## src/rtl/ldpc_bit_packer_pkg.sv

```systemverilog
// Shared types and constants for the LDPC hard-decision bit packer.
// Holds the FSM state encoding, error-bit positions and the channel-index width helper.
package ldpc_pack_pkg;

    typedef enum logic [0:0] {
        IDLE = 1'b0,
        FILL = 1'b1
    } pack_state_e;

    localparam int ERR_MULTI_WIN = 0;
    localparam int ERR_PARTIAL   = 1;

    function automatic int chw_of(input int nch);
        return (nch > 1) ? $clog2(nch) : 1;
    endfunction

endpackage

```

## src/rtl/ldpc_bit_packer_if.sv

```systemverilog
// Bit-stream input and tagged word output bundle of the LDPC bit packer.
// master = decoder/consumer side, slave = packer side.
interface ldpc_bit_packer_if #(
    parameter int W_OUT = 8,
    parameter int NCH   = 2
);
    localparam int CHW = ldpc_pack_pkg::chw_of(NCH);

    logic             bit_vld;
    logic             bit_din;
    logic [NCH-1:0]   ch_win;
    logic             word_vld;
    logic [W_OUT-1:0] word_data;
    logic [CHW-1:0]   word_ch;
    logic             word_first;
    logic [NCH-1:0]   ch_start;
    logic [1:0]       err_sticky;

    modport master (
        output bit_vld, bit_din, ch_win,
        input  word_vld, word_data, word_ch, word_first, ch_start, err_sticky
    );

    modport slave (
        input  bit_vld, bit_din, ch_win,
        output word_vld, word_data, word_ch, word_first, ch_start, err_sticky
    );

endinterface

```

## src/rtl/ldpc_bit_packer_prio_enc.sv

```systemverilog
// Lowest-index-wins priority encoder over the timeslot windows.
// Purely combinational; also flags when more than one window is raised.
module ldpc_pack_prio_enc
    import ldpc_pack_pkg::*;
#(
    parameter int NCH = 2,
    parameter int CHW = chw_of(NCH)
) (
    input  logic [NCH-1:0] req,
    output logic [CHW-1:0] idx,
    output logic           any,
    output logic           multi
);

    always_comb begin
        idx = '0;
        for (int j = NCH - 1; j >= 0; j--) begin
            if (req[j]) idx = CHW'(j);
        end
    end

    assign any   = |req;
    // Clearing the lowest set bit leaves something only if two or more were set.
    assign multi = (req & (req - NCH'(1))) != '0;

endmodule

```

## src/rtl/ldpc_bit_packer.sv

```systemverilog
// Packs the decoder's serial bits into W_OUT-bit words per timeslot window; LDPC_PACK_FLUSH_EN emits padded partial words.
// Word appears 1 cycle after its last bit is accepted; no backpressure, the decoder stream is never stalled.
module ldpc_bit_packer
    import ldpc_pack_pkg::*;
#(
    parameter int W_OUT     = 8,
    parameter int NCH       = 2,
    parameter int LSB_FIRST = 1
) (
    input  logic            clk,
    input  logic            reset_n,
    ldpc_bit_packer_if.slave bus
);

    localparam int CHW = chw_of(NCH);
    localparam int CW  = $clog2(W_OUT);
    localparam logic [CW-1:0] CNT_LAST = CW'(W_OUT - 1);
    localparam logic [0:0]    ST_IDLE  = 1'(IDLE);
    localparam logic [0:0]    ST_FILL  = 1'(FILL);

    logic [0:0]       state;
    logic [CHW-1:0]   cur_ch;
    logic [CW-1:0]    cnt;
    logic [W_OUT-1:0] sr;
    logic             first_flag;
    logic             start_pend;

    logic             word_vld_r;
    logic [W_OUT-1:0] word_data_r;
    logic [CHW-1:0]   word_ch_r;
    logic             word_first_r;
    logic [NCH-1:0]   ch_start_r;
    logic [1:0]       err_r;

    logic [CHW-1:0]   act_idx;
    logic             act_any;
    logic             act_multi;
    logic             in_fill;
    logic             enter;
    logic             leave;
    logic             accept;
    logic             complete;
    logic             partial;
    logic [CW-1:0]    cnt_base;
    logic [W_OUT-1:0] sr_next;

    ldpc_pack_prio_enc #(
        .NCH (NCH),
        .CHW (CHW)
    ) u_prio (
        .req   (bus.ch_win),
        .idx   (act_idx),
        .any   (act_any),
        .multi (act_multi)
    );

    assign in_fill  = (state == ST_FILL);
    assign leave    = in_fill && (!act_any || (act_idx != cur_ch));
    assign enter    = act_any && (!in_fill || (act_idx != cur_ch));
    assign accept   = bus.bit_vld && act_any;
    // A channel switch restarts packing, so the switch-cycle bit lands at count 0.
    assign cnt_base = enter ? '0 : cnt;
    assign complete = accept && (cnt_base == CNT_LAST);
    assign partial  = leave && (cnt != '0);

`ifdef LDPC_PACK_FLUSH_EN
    localparam logic [CW:0] W_FULL = (CW + 1)'(W_OUT);
    logic [CW:0]      pad_sh;
    logic [W_OUT-1:0] pad_word;
    assign pad_sh = W_FULL - {1'b0, cnt};
`endif

    generate
        if (LSB_FIRST != 0) begin : g_lsb
            assign sr_next = {bus.bit_din, sr[W_OUT-1:1]};
`ifdef LDPC_PACK_FLUSH_EN
            assign pad_word = sr >> pad_sh;
`endif
        end else begin : g_msb
            assign sr_next = {sr[W_OUT-2:0], bus.bit_din};
`ifdef LDPC_PACK_FLUSH_EN
            assign pad_word = sr << pad_sh;
`endif
        end
    endgenerate

    always_ff @(posedge clk or negedge reset_n) begin
        if (!reset_n) begin
            state        <= ST_IDLE;
            cur_ch       <= '0;
            cnt          <= '0;
            sr           <= '0;
            first_flag   <= 1'b1;
            start_pend   <= 1'b0;
            word_vld_r   <= 1'b0;
            word_data_r  <= '0;
            word_ch_r    <= '0;
            word_first_r <= 1'b0;
            ch_start_r   <= '0;
            err_r        <= '0;
        end else begin
            word_vld_r <= 1'b0;
            ch_start_r <= '0;

            if (act_multi) err_r[ERR_MULTI_WIN] <= 1'b1;

            if (partial) begin
                err_r[ERR_PARTIAL] <= 1'b1;
`ifdef LDPC_PACK_FLUSH_EN
                word_vld_r   <= 1'b1;
                word_data_r  <= pad_word;
                word_ch_r    <= cur_ch;
                word_first_r <= first_flag;
`endif
            end

            if (!act_any) begin
                state <= ST_IDLE;
                cnt   <= '0;
            end else begin
                state      <= ST_FILL;
                start_pend <= (enter || start_pend) && !accept;
                if (enter) begin
                    cur_ch     <= act_idx;
                    first_flag <= 1'b1;
                end
                if (accept) begin
                    sr <= sr_next;
                    if (enter || start_pend) ch_start_r <= NCH'(1) << act_idx;
                    if (complete) begin
                        cnt          <= '0;
                        word_vld_r   <= 1'b1;
                        word_data_r  <= sr_next;
                        word_ch_r    <= act_idx;
                        word_first_r <= first_flag;
                        first_flag   <= 1'b0;
                    end else begin
                        cnt <= cnt_base + CW'(1);
                    end
                end else begin
                    cnt <= cnt_base;
                end
            end
        end
    end

    assign bus.word_vld   = word_vld_r;
    assign bus.word_data  = word_data_r;
    assign bus.word_ch    = word_ch_r;
    assign bus.word_first = word_first_r;
    assign bus.ch_start   = ch_start_r;
    assign bus.err_sticky = err_r;

endmodule

```

## src/flat_wrapper.sv

```systemverilog
// flat-port wrapper written by rule: the top's interface ports become plain ports
module ldpc_bit_packer_flat import ldpc_pack_pkg::*;
#(
    parameter int W_OUT     = 8,
    parameter int NCH       = 2,
    parameter int LSB_FIRST = 1
)
  (clk, reset_n, bus_bit_vld, bus_bit_din, bus_ch_win, bus_word_vld, bus_word_data, bus_word_ch, bus_word_first, bus_ch_start, bus_err_sticky);
  ldpc_bit_packer_if #(.W_OUT(W_OUT), .NCH(NCH)) bus_i ();
  input  logic clk;
  input  logic reset_n;
  input wire logic [$bits(bus_i.bit_vld)-1:0] bus_bit_vld;
  input wire logic [$bits(bus_i.bit_din)-1:0] bus_bit_din;
  input wire logic [$bits(bus_i.ch_win)-1:0] bus_ch_win;
  output wire logic [$bits(bus_i.word_vld)-1:0] bus_word_vld;
  output wire logic [$bits(bus_i.word_data)-1:0] bus_word_data;
  output wire logic [$bits(bus_i.word_ch)-1:0] bus_word_ch;
  output wire logic [$bits(bus_i.word_first)-1:0] bus_word_first;
  output wire logic [$bits(bus_i.ch_start)-1:0] bus_ch_start;
  output wire logic [$bits(bus_i.err_sticky)-1:0] bus_err_sticky;
  assign bus_i.bit_vld = bus_bit_vld;
  assign bus_i.bit_din = bus_bit_din;
  assign bus_i.ch_win = bus_ch_win;
  assign bus_word_vld = bus_i.word_vld;
  assign bus_word_data = bus_i.word_data;
  assign bus_word_ch = bus_i.word_ch;
  assign bus_word_first = bus_i.word_first;
  assign bus_ch_start = bus_i.ch_start;
  assign bus_err_sticky = bus_i.err_sticky;
  ldpc_bit_packer #(.W_OUT(W_OUT), .NCH(NCH), .LSB_FIRST(LSB_FIRST)) u_core (.clk(clk), .reset_n(reset_n), .bus(bus_i));
endmodule
```

## config.mk

```make
export PLATFORM = sky130hd
export DESIGN_NAME = ldpc_bit_packer_flat
export DESIGN_NICKNAME = d
export VERILOG_FILES = /design/src/rtl/ldpc_bit_packer_pkg.sv /design/src/rtl/ldpc_bit_packer_if.sv /design/src/rtl/ldpc_bit_packer_prio_enc.sv /design/src/rtl/ldpc_bit_packer.sv /design/src/flat_wrapper.sv
export SDC_FILE = /design/constraint.sdc
export NUM_CORES = 1
export LEC_CHECK = 0
export ABC_CLOCK_PERIOD_IN_PS = 2100
export CAP_MARGIN = 20
export CORE_MARGIN = 2
export CORE_UTILIZATION = 45
export CTS_BUF_LIST = sky130_fd_sc_hd__clkbuf_16
export DETAILED_ROUTE_END_ITERATION = 7
export GPL_TIMING_DRIVEN = 0
export PLACE_DENSITY = 0.77
export REMOVE_ABC_BUFFERS = 1
export SYNTH_ARGS = -nofsm -noshare
export SYNTH_HDL_FRONTEND = slang
export SYNTH_HIERARCHICAL = 1
export SYNTH_SLANG_ARGS = --single-unit
```

## constraint.sdc

```tcl
create_clock -name clk -period 2.1 [get_ports clk]
set_input_delay 0.525 -clock clk [delete_from_list [all_inputs] [get_ports clk]]
set_output_delay 0.525 -clock clk [all_outputs]
set_load 0.05 [all_outputs]
```

Yosys cells after proc, flatten, opt, wreduce, memory -nomap -nowiden
Cells that the tools add are included.
- shifts and indexed selects: 1
- multiply operators: 0
- mux-type cells: 16
- add/subtract/negate cells: 2
- reductions and logical operators: 18
- order comparisons: 0
- div/mod/pow operators: 0
- bitwise gates (word level): 1
- equality and inequality tests: 2
- operators by type and width (cell ; count):
    2-to-1 mux 3 bit ; 4
    2-to-1 mux 1 bit ; 9
    logical AND 1 bit ; 6
    2-to-1 mux 2 bit ; 3
    AND reduction 2 bit ; 2
    adder 3 x 1 -> 3 bit (second input constant) ; 1
    == test 3 bit (second input constant) ; 1
    logical NOT 1 bit ; 3
    logical OR 1 bit ; 3
    AND reduction 3 bit ; 1
    nonzero test 3 bit ; 1
    AND 2 bit ; 1
    nonzero test 2 bit ; 1
    OR reduction 2 bit ; 1
    left shift 1 x 1 -> 2 bit (first input constant) ; 1
    subtractor 2 x 1 -> 2 bit (second input constant) ; 1
    inequality test 1 bit ; 1
- RAM bits: 0
- bits of input ports: 6
- bits in latches: 0
- memories: 0
- register bits after elaboration: 30
- ROM bits: 0

Depth between registers and ports, before layout
- depth in word-level cells: 11
- mapped depth: 10

Cells and area by module
Netlist, hierarchy kept.
- by module, submodules not included (module ; cells an instance ; area an instance (um2) ; times used):
    ldpc_bit_packer ; 83 ; 1173.6 ; 1
    ldpc_pack_prio_enc ; 3 ; 22.5 ; 1

Least setup slack after synthesis
Ideal clock, no wire load.
- path kind: input-to-reg
- start: input port bus_ch_win[0]
- end: register u_core.word_data_r[3], in the netlist u_core/bus.word_data[3]
- stages: 9
- setup time: 0.125 ns
- arrival: 2.248 ns
- data required time: 1.975 ns
- slack: -0.273 ns
- cell sequence: and2b_2 -> xnor2_1 -> nand2_1 -> a21boi_0 -> ha_1 -> ha_1 -> nand3_4 -> buf_6 -> mux2_2
- cells in the longest elaborated chain, start to end: 8
- ends and longest elaborated chain (element ; RTL line ; RTL):
    start: declaration ; flat_wrapper.sv:14 ; input wire logic [$bits(bus_i.ch_win)-1:0] bus_ch_win;
    2-to-1 mux 1 bit ; ldpc_bit_packer_prio_enc.sv:18 ; if (req[j]) idx = CHW'(j);
    inequality test 1 bit ; ldpc_bit_packer.sv:59 ; assign enter = act_any && (!in_fill || (act_idx != cur_ch));
    logical OR 1 bit ; ldpc_bit_packer.sv:59 ;
    logical AND 1 bit ; ldpc_bit_packer.sv:59 ;
    2-to-1 mux 3 bit ; ldpc_bit_packer.sv:62 ; assign cnt_base = enter ? '0 : cnt;
    == test 3 bit ; ldpc_bit_packer.sv:63 ; assign complete = accept && (cnt_base == CNT_LAST);
    logical AND 1 bit ; ldpc_bit_packer.sv:63 ;
    AND reduction 3 bit (no line) (*) ; - ;
    end signal: assignment ; ldpc_bit_packer.sv:133 ; word_data_r <= sr_next;
    end: declaration ; ldpc_bit_packer.sv:29 ; logic [W_OUT-1:0] word_data_r;
Mark *: on every way between the ends. The rest lies on a longest branch, timed or not.
A chain may end at the register's enable or synchronous reset.

Worst setup path after layout
- start: input port bus_ch_win[1]
- end: register u_core.word_first_r, in the netlist u_core/bus.word_first
- cells in the longest elaborated chain, start to end: 9
- ends and longest elaborated chain (element ; RTL line ; RTL):
    2-to-1 mux 1 bit (2 in a row) ; ldpc_bit_packer_prio_enc.sv:18 ;
    via u_core.act_idx ; ldpc_bit_packer.sv:35 ; logic [CHW-1:0] act_idx;
    inequality test 1 bit ; ldpc_bit_packer.sv:59 ;
    logical OR 1 bit ; ldpc_bit_packer.sv:59 ;
    logical AND 1 bit ; ldpc_bit_packer.sv:59 ;
    2-to-1 mux 3 bit ; ldpc_bit_packer.sv:62 ;
    == test 3 bit ; ldpc_bit_packer.sv:63 ;
    logical AND 1 bit ; ldpc_bit_packer.sv:63 ;
    AND reduction 3 bit (no line) ; - ;
    end signal: assignment ; ldpc_bit_packer.sv:135 ; word_first_r <= first_flag;
    end: declaration ; ldpc_bit_packer.sv:31 ; logic word_first_r;
The timed path passes the listed nets, and every way through them passes these cells.

==> summary.txt <==
CTS
  – Skew-Pair Late Insertion Delay: 270 ps
  – CTS H-tree lvls: 2
  – CTS sink cnt: 29
  – Root Buffer Master: clkbuf_16
  – CTS tree: yes
  – CTS max path bufs: 2
  – Cts bufs inserted: 5
  – Worst-path clk slew: 50 ps

Logic synthesis
  – Sequential area share after synthesis: 0.608
  – Post-synth EDFFs: 0
  – Area leader, netlist: dfrtp_1
  – Post-synthesis cell count: 86
  – Synth Register Bits: 29
  – Async S/R FF share, synth: 1.00
  – Synth unique cells: 27
  – Area contributors post-synth: dfrtp_1 59%, mux2_2 16%, dfstp_2 2.2%
  – Share of the synthesized area in the top cell type: 0.586
  – Synthesized area: 1200 um^2
  – Avg Inst Size Synth: 13.9 um^2
  – Synth Warn #: 6
  – Top FF cell, synth: dfrtp_1

Place
  – Port Buffer Count: 20
  – Gp weighted congestion: 0.811
  – Dpl cells: 134
  – HPWL after DPL: 1370 um

Timing
  – Unrepaired setup endpoints after global routing: false
  – Fin crit period: 2010 ps
  – Clock Skew: 4.96 ps
  – Final count of hold timing violations: 0
  – Final period utilization: 0.959
  – Slew HR: 0.500
  – Fmax: 497 MHz
  – Final Max Slew Viols: 0
  – Endpoints failing setup: 0
  – Slew @ Worst Pin: 748 ps
  – Worst hold margin: 461 ps
  – Setup tns final: 0 ps

Routing
  – Vias per cell: 5.11
  – Routed vias: 757
  – 1st-pass router iterations: 4
  – DR WL/cell: 14.9 um
  – Initial drt markers: 6
  – Antenna-violating nets left: 0
  – Post-route DRC: 0
  – DRT Wirelength: 2210 um

GRT
  – First-pass GRT wire length: 3810 um
  – Total track usage: 0.164
  – Initial antenna violation count: 0
  – Largest net degree at the start of global routing: 17
  – Grt ovf: 0
  – Number of global-route vias before repair: 809

Worst setup path
  – CP Max Fanout: 6
  – CP endpoint kind: register
  – Worst Setup Start Kind: input pin
  – CP required: 2250 ps
  – Crit path DAT: 2160 ps
  – Setup CP Type: in2reg

Die
  – Top Ports: 21
  – Die Span Y: 55.6 um
  – CORE AREA: 2500 um^2
  – Rows: 18
  – Die width: 55.6 um
  – Starting Density: 0.478
  – Die ar.: 3090 um^2

Pwr
  – Power density over cell area: 889 nW/um^2
  – LEAKAGE: 0.759 nW
  – Maximum vdd drop: 0.833 mV

Cells and area
  – Nets: 125
  – Fraction of layout cells with a size suffix above 1: 0.398
  – Syn-to-layout area delta: 39.2%
  – Fillers: 172
  – Cell Count, Final, Fillers Out: 148
  – Diode count: 0

Run status
  – Status: finished, final reports clean

Run
  – Max-cap violations: 0

Min path
  – Hold crit path type: reg2reg
## flip-flops by register name, indices dropped and copies added (netlist names)
register / count
u_core/bus.word_first: 1
u_core/start_pend: 1
u_core/bus.word_data: 8
u_core/bus.word_ch: 1
u_core/cur_ch: 1
u_core/bus.word_vld: 1
u_core/first_flag: 1
u_core/bus.err_sticky: 2
u_core/cnt: 3
u_core/sr: 7
u_core/in_fill: 1
u_core/bus.ch_start: 2
## metal layers
| layer | global-route usage | vias to the layer above | share of wire |
|---|---|---|---|
| li1 | - | 364 | - |
| met1 | 0.202 | 367 | 0.44 |
| met2 | 0.260 | 21 | 0.50 |
| met3 | 0.0726 | 5 | 0.055 |
| met4 | 0.0523 | 0 | 0.0082 |
| met5 | 0 | - | 0 |
## cell usage after synthesis, types with 2 or more instances
cell type	n
o32ai_1	2
nand2_1	7
dfrtp_1	28
buf_4	2
inv_1	5
mux2_2	17
a211oi_1	2
a21boi_0	3
ha_1	2
## timing repair
| item | 4_1_cts | 5_1_grt |
|---|---|---|
| setup endpoints to repair | 15 | 10 |
| hold buffers | 0 | 0 |
| cloned | 1 | 0 |
| gates resized for setup | 19 | 3 |
| setup buffers | 5 | 0 |
| pin swaps | 4 | 4 |
| endpoints found under the hold margin | 0 | 0 |
## power by group
part | switching [W] | internal (W)
Clock | 0.000220 | 0.000427
Combinational | 0.0000763 | 0.0000919
Sequential | 0.0000431 | 0.000622
## final cells by class
type	count	area (um^2)	share of cell area
flip-flops and latches	29	727	0.437
multi-input cells	50	494	0.297
clock buffers	5	125	0.0751
clock inverters	3	13.8	0.00826
repair buffers	26	249	0.150
well taps	30	37.5	0.0225
inverters	5	18.8	0.0113
## critical path, cell delays in order
cell and delay [ps]:
clkbuf_2 90, and2b_2 230, xnor2_4 200, nand2_4 90
a21boi_2 150, ha_2 210, ha_4 180, nand3_4 140
mux2_4 340
## through the flow
stage	utilization	worst slack, ps	instance area, um^2	power [W]
3_5_place_dp	0.569	-998	1420	0.000818
2_1_floorplan	-	-224	1170	0.000759
3_3_place_gp	0.563	-903	1410	0.000805
5_1_grt	0.666	17.1	1670	0.00156
4_1_cts	0.668	20.7	1670	0.00150
6_report	0.666	86.8	1670	0.00148
## layout by cell type, fill, tap and decap left out, types with 2 or more instances in the layout
cell             instances
buf_4                    5
a211oi_1                 2
mux2_2                  16
clkbuf_16                5
or2_2                    2
clkdlybuf4s50_1         18
o32ai_1                  2
a21boi_2                 2
nand2_1                  6
inv_1                    6
dfrtp_1                 28
clkinv_2                 2
nand3_4                  2
## final timing paths
check / slack, ps / to / cells after the start / from
min in group asynchronous: 700 / u_core/bus.word_data[1] / 1 / reset_n
worst max register to register: 250 / u_core/bus.word_first / 7 / u_core/cur_ch
worst max-delay path: 90 / u_core/bus.word_first / 9 / bus_ch_win[1]
max in group asynchronous: 770 / u_core/first_flag / 2 / reset_n
worst min register to register: 460 / u_core/bus.err_sticky[1] / 1 / u_core/bus.err_sticky[1]
worst min-delay path: 460 / u_core/bus.err_sticky[1] / 1 / u_core/bus.err_sticky[1]
## logic make-up (layout without fill, tap and decap cells)
kind of cell,count (synthesis),in the layout,synth area share
flip-flops,29,29,0.608
multiplexers,17,17,0.160
AND/OR/NAND/NOR,15,16,0.0774
AO/OA/AOI/OAI,14,14,0.0889
buffers and inverters,8,39,0.0377
adder cells (fa/ha/maj),2,2,0.0209
XOR/XNOR,1,1,0.00732
Power figures use the tool's default switching activity.
==> patch 1, RTL diff (config.mk and constraints unchanged) <==
Build with the macro `LDPC_PACK_FLUSH_EN` defined.
--- a/src/rtl/ldpc_bit_packer.sv
+++ b/src/rtl/ldpc_bit_packer.sv
@@ -1,5 +1,7 @@
 // Packs the decoder's serial bits into W_OUT-bit words per timeslot window; LDPC_PACK_FLUSH_EN emits padded partial words.
 // Word appears 1 cycle after its last bit is accepted; no backpressure, the decoder stream is never stalled.
+`define LDPC_PACK_FLUSH_EN
+
 module ldpc_bit_packer
     import ldpc_pack_pkg::*;
 #(
Behaviour: not the same (a bounded check fails within 4 cycles, from zero or initial values and one cycle with reset_n low).
==> patch 1 against the unedited design <==
  * The flow now finishes with violations (negative setup slack)
  * Sequential power rose by 25%
  * Power is 63% higher
  * Worst hold slack hardly changed
  * Sequential cell count grew 1
  * Critical path depth up 2
  * Worst setup slack got worse by 120 ps
  * Clock skew shrank 3.4 ps
  * Sequential share of layout area down 9.9 points
  * Area after synthesis rose by 33%
  * Routed wire length is 71% higher
  * Final area grew 34%
==> patch 1: results (changes against the unedited design) <==
run_status:
  status: "complete, but fails checks"
  violations: "negative setup slack"
power_and_ir_drop:
  powerClk_mw: 0.668  # +3.2%
  clkPwrFrac_pct: 27.7  # -16 points
  peakVddDrop_mv: 0.669  # -20%
timing:
  final.setup.worst_slack_ps: -34.6  # -121 ps
  setup-tns-final_ps: -138  # -138 ps
  setup-violations-final: 5  # +5
cells_and_area:
  num-fill-cells: 281  # +63%
  bufAreaShareNonClock_pct: 14.4  # -0.55 points
  design.seq.count: 30  # +3.4%
  seq_area_sq_um: 753  # +3.6%
  n_all_buffers: 33  # +27%
  layout.cells.non_filler: 227  # +53%
  postLayoutCoreUtil_pct: 66.4  # -0.21 points
  syn_to_final_growth_pct: 40.6
drt:
  drt_iter0_markers: 53  # +47
  wl_met1_um: 1540  # +59%
worst_setup_path:
  r2r_cells: 9  # +2
  worst-path-max-fanout: 4  # -2
  startpoint: "bus_ch_win[0]"
synthesis:
  yosysSeqAreaShare_pct: 47.3  # -13 points
  synth.area.top_cells: "dfrtp_1, mux2_2, mux2i_1, nand2_1, ha_1"
  syn_inst: 147  # +71%
clock_network:
  cts_resized: 27  # +8
==> patch 1: changes by cell type after synthesis, moves of 4 or more <==
| cell | change |
|---|---|
| mux2_2 | -7 |
| nand2b_1 | +5 |
| nor2_1 | +10 |
| o22ai_1 | +4 |
| a21oi_1 | +8 |
| buf_2 | +4 |
| nand2_1 | +8 |
| a2bb2oi_1 | +4 |
| mux2i_1 | +9 |
==> patch 1: cell families after synthesis <==
| family | after synthesis | synth area share [%] |
|---|---|---|
| adder cells (fa/ha/maj) | 4 | 3.15 |
| flip-flops | 30 | 47.3 |
| XOR/XNOR | 1 | 1.02 |
| buffers and inverters | 15 | 4.33 |
| multiplexers | 21 | 14.9 |
| AND/OR/NAND/NOR | 47 | 15.9 |
| AO/OA/AOI/OAI | 29 | 13.4 |
==> patch 2, RTL diff (same flow settings) <==
Made on the original files. Make the reset (`reset_n`) synchronous in one clocked block.
--- a/src/rtl/ldpc_bit_packer.sv
+++ b/src/rtl/ldpc_bit_packer.sv
@@ -84,7 +84,7 @@
         end
     endgenerate
 
-    always_ff @(posedge clk or negedge reset_n) begin
+    always_ff @(posedge clk) begin
         if (!reset_n) begin
             state        <= ST_IDLE;
             cur_ch       <= '0;
Behaviour: differs if reset_n is asserted again (counterexample within 4 cycles, from zero or initial values and one cycle with reset_n low); with reset_n held inactive, the same outputs for 10 cycles.
==> patch 2 against the unedited design <==
  * Area after synthesis fell by 0.10%
  * Power fell by 12%
  * Worst setup slack better by 75 ps
  * Clock skew barely moved
  * Utilization fell by 2.6 points
  * Sequential cell count did not move
  * Routed wire length grew 11%
  * Non-clock buffer count fell by 4
  * Count of clock-buffer cells in the layout stayed put
  * Combinational power decreased by 43%
  * Final area fell by 3.8%
  * Critical endpoint is now u_core/sr[2]
  * Largest cell class is now multi-input combinational cells
==> patch 2: results (changes against the unedited design) <==
run_status:
  status: "completed"
timing:
  fin_skew_ps: 4.67  # -0.291 ps
synthesis:
  yosysSeqAreaShare_pct: 48.6  # -12 points
  synth.area.top_cells: "dfxtp_1, nand2_1, a21boi_1, a21boi_0, nand3_1"
  syn_avg_cell_area_sq_um: 9.05  # -35%
worst_setup_path:
  path_delay_family: "buffers and inverters"
  cp.arrival_ps: 2080  # -80 ps
  slowest_stage: "clkdlybuf4s50_1"
  worst-path-max-fanout: 18  # +12
  worstReg2RegStart: "u_core/cur_ch"
  startpoint: "bus_bit_vld"
drt:
  vias: 993  # +31%
  wire_per_inst_um: 13.2  # -11%
  drt_iter0_markers: 30  # +24
  drt-vias-per-instance: 5.37  # +4.9%
global_routing:
  grt_pass1_vias: 909  # +12%
  grt_usage_pct: 17.0  # +0.60 points
power_and_ir_drop:
  leakage_nw: 0.601  # -21%
  seqPwrFrac_pct: 44.0  # -0.9 points
  cellInternalPower_mw: 1.02  # -10%
  peakVddDrop_mv: 0.720  # -13%
  power_frac_comb_pct: 7.4  # -4.0 points
  power_density_nw_per_um2: 809  # -9.0%
placed_design:
  dp_slack_ps: -968  # +29.7 ps
  place.gp.congestion: 0.718  # -11%
  dpl.cell_count: 174  # +30%
  postPlaceCellArea_sq_um: 1390  # -2.6%
hold_path:
  min_from: "u_core/bus.word_data[0]"
cells_and_area:
  drive_above_1_share_pct: 16.8  # -23 points
==> patch 2: changes by cell type in the layout (fill, tap and decap cells not counted), sizes merged, moves of 3 or more <==
cell / unedited run / this run
and3: 0 / 3
buf: 7 / 2
nand3: 2 / 11
dfrtp: 28 / 0
a21boi: 3 / 17
mux2: 17 / 0
dfxtp: 0 / 29
a21oi: 1 / 4
nand2: 7 / 33
==> patch 2: routing by layer <==
layer | share of wire (%) | routed length (um) | track usage (%)
met3 | 4.8 | 117 | 6.56
met5 | 0 | 0 | 0
met4 | 1.5 | 37 | 8.36
met2 | 51 | 1260 | 28.4
met1 | 42 | 1040 | 18.9
==> patch 2: final timing paths <==
| kind | to | slack (ps) | depth (start not counted) |
|---|---|---|---|
| setup / recovery | u_core/sr[2] | 160 | 4 |
| hold / removal | u_core/bus.word_data[0] | 450 | 2 |
| setup reg to reg | u_core/bus.word_data[2] | 370 | 8 |
| hold reg to reg | u_core/bus.word_data[0] | 450 | 2 |
==> patch 2: cell type report <==
type	instances	area [sq um]
fillers	199	898
multi-input cells	93	628
flip-flops and latches	29	581
repair buffers	22	208
clock buffers	5	125
well taps	30	37.5
inverters	4	15.0
clock inverters	2	7.51
==> patch 2: timing repair <==
action | in CTS | in global routing
cloned | 2 | 0
pin swaps | 3 | 6
setup buffers | 2 | 0
hold buffers | 0 | 0
endpoints found under the setup margin | 14 | 13
gates resized for setup | 16 | 7
==> patch 2: cells by family (layout without fill, tap and decap cells) <==
logic type	after synthesis	count (layout)	share of synthesized area, %
adder cells (fa/ha/maj)	2	2	2.09
AND/OR/NAND/NOR	57	59	22.9
AO/OA/AOI/OAI	28	28	16.9
flip-flops	29	29	48.6
XOR/XNOR	2	2	2.72
buffers and inverters	12	33	5.13
multiplexers	2	2	1.68
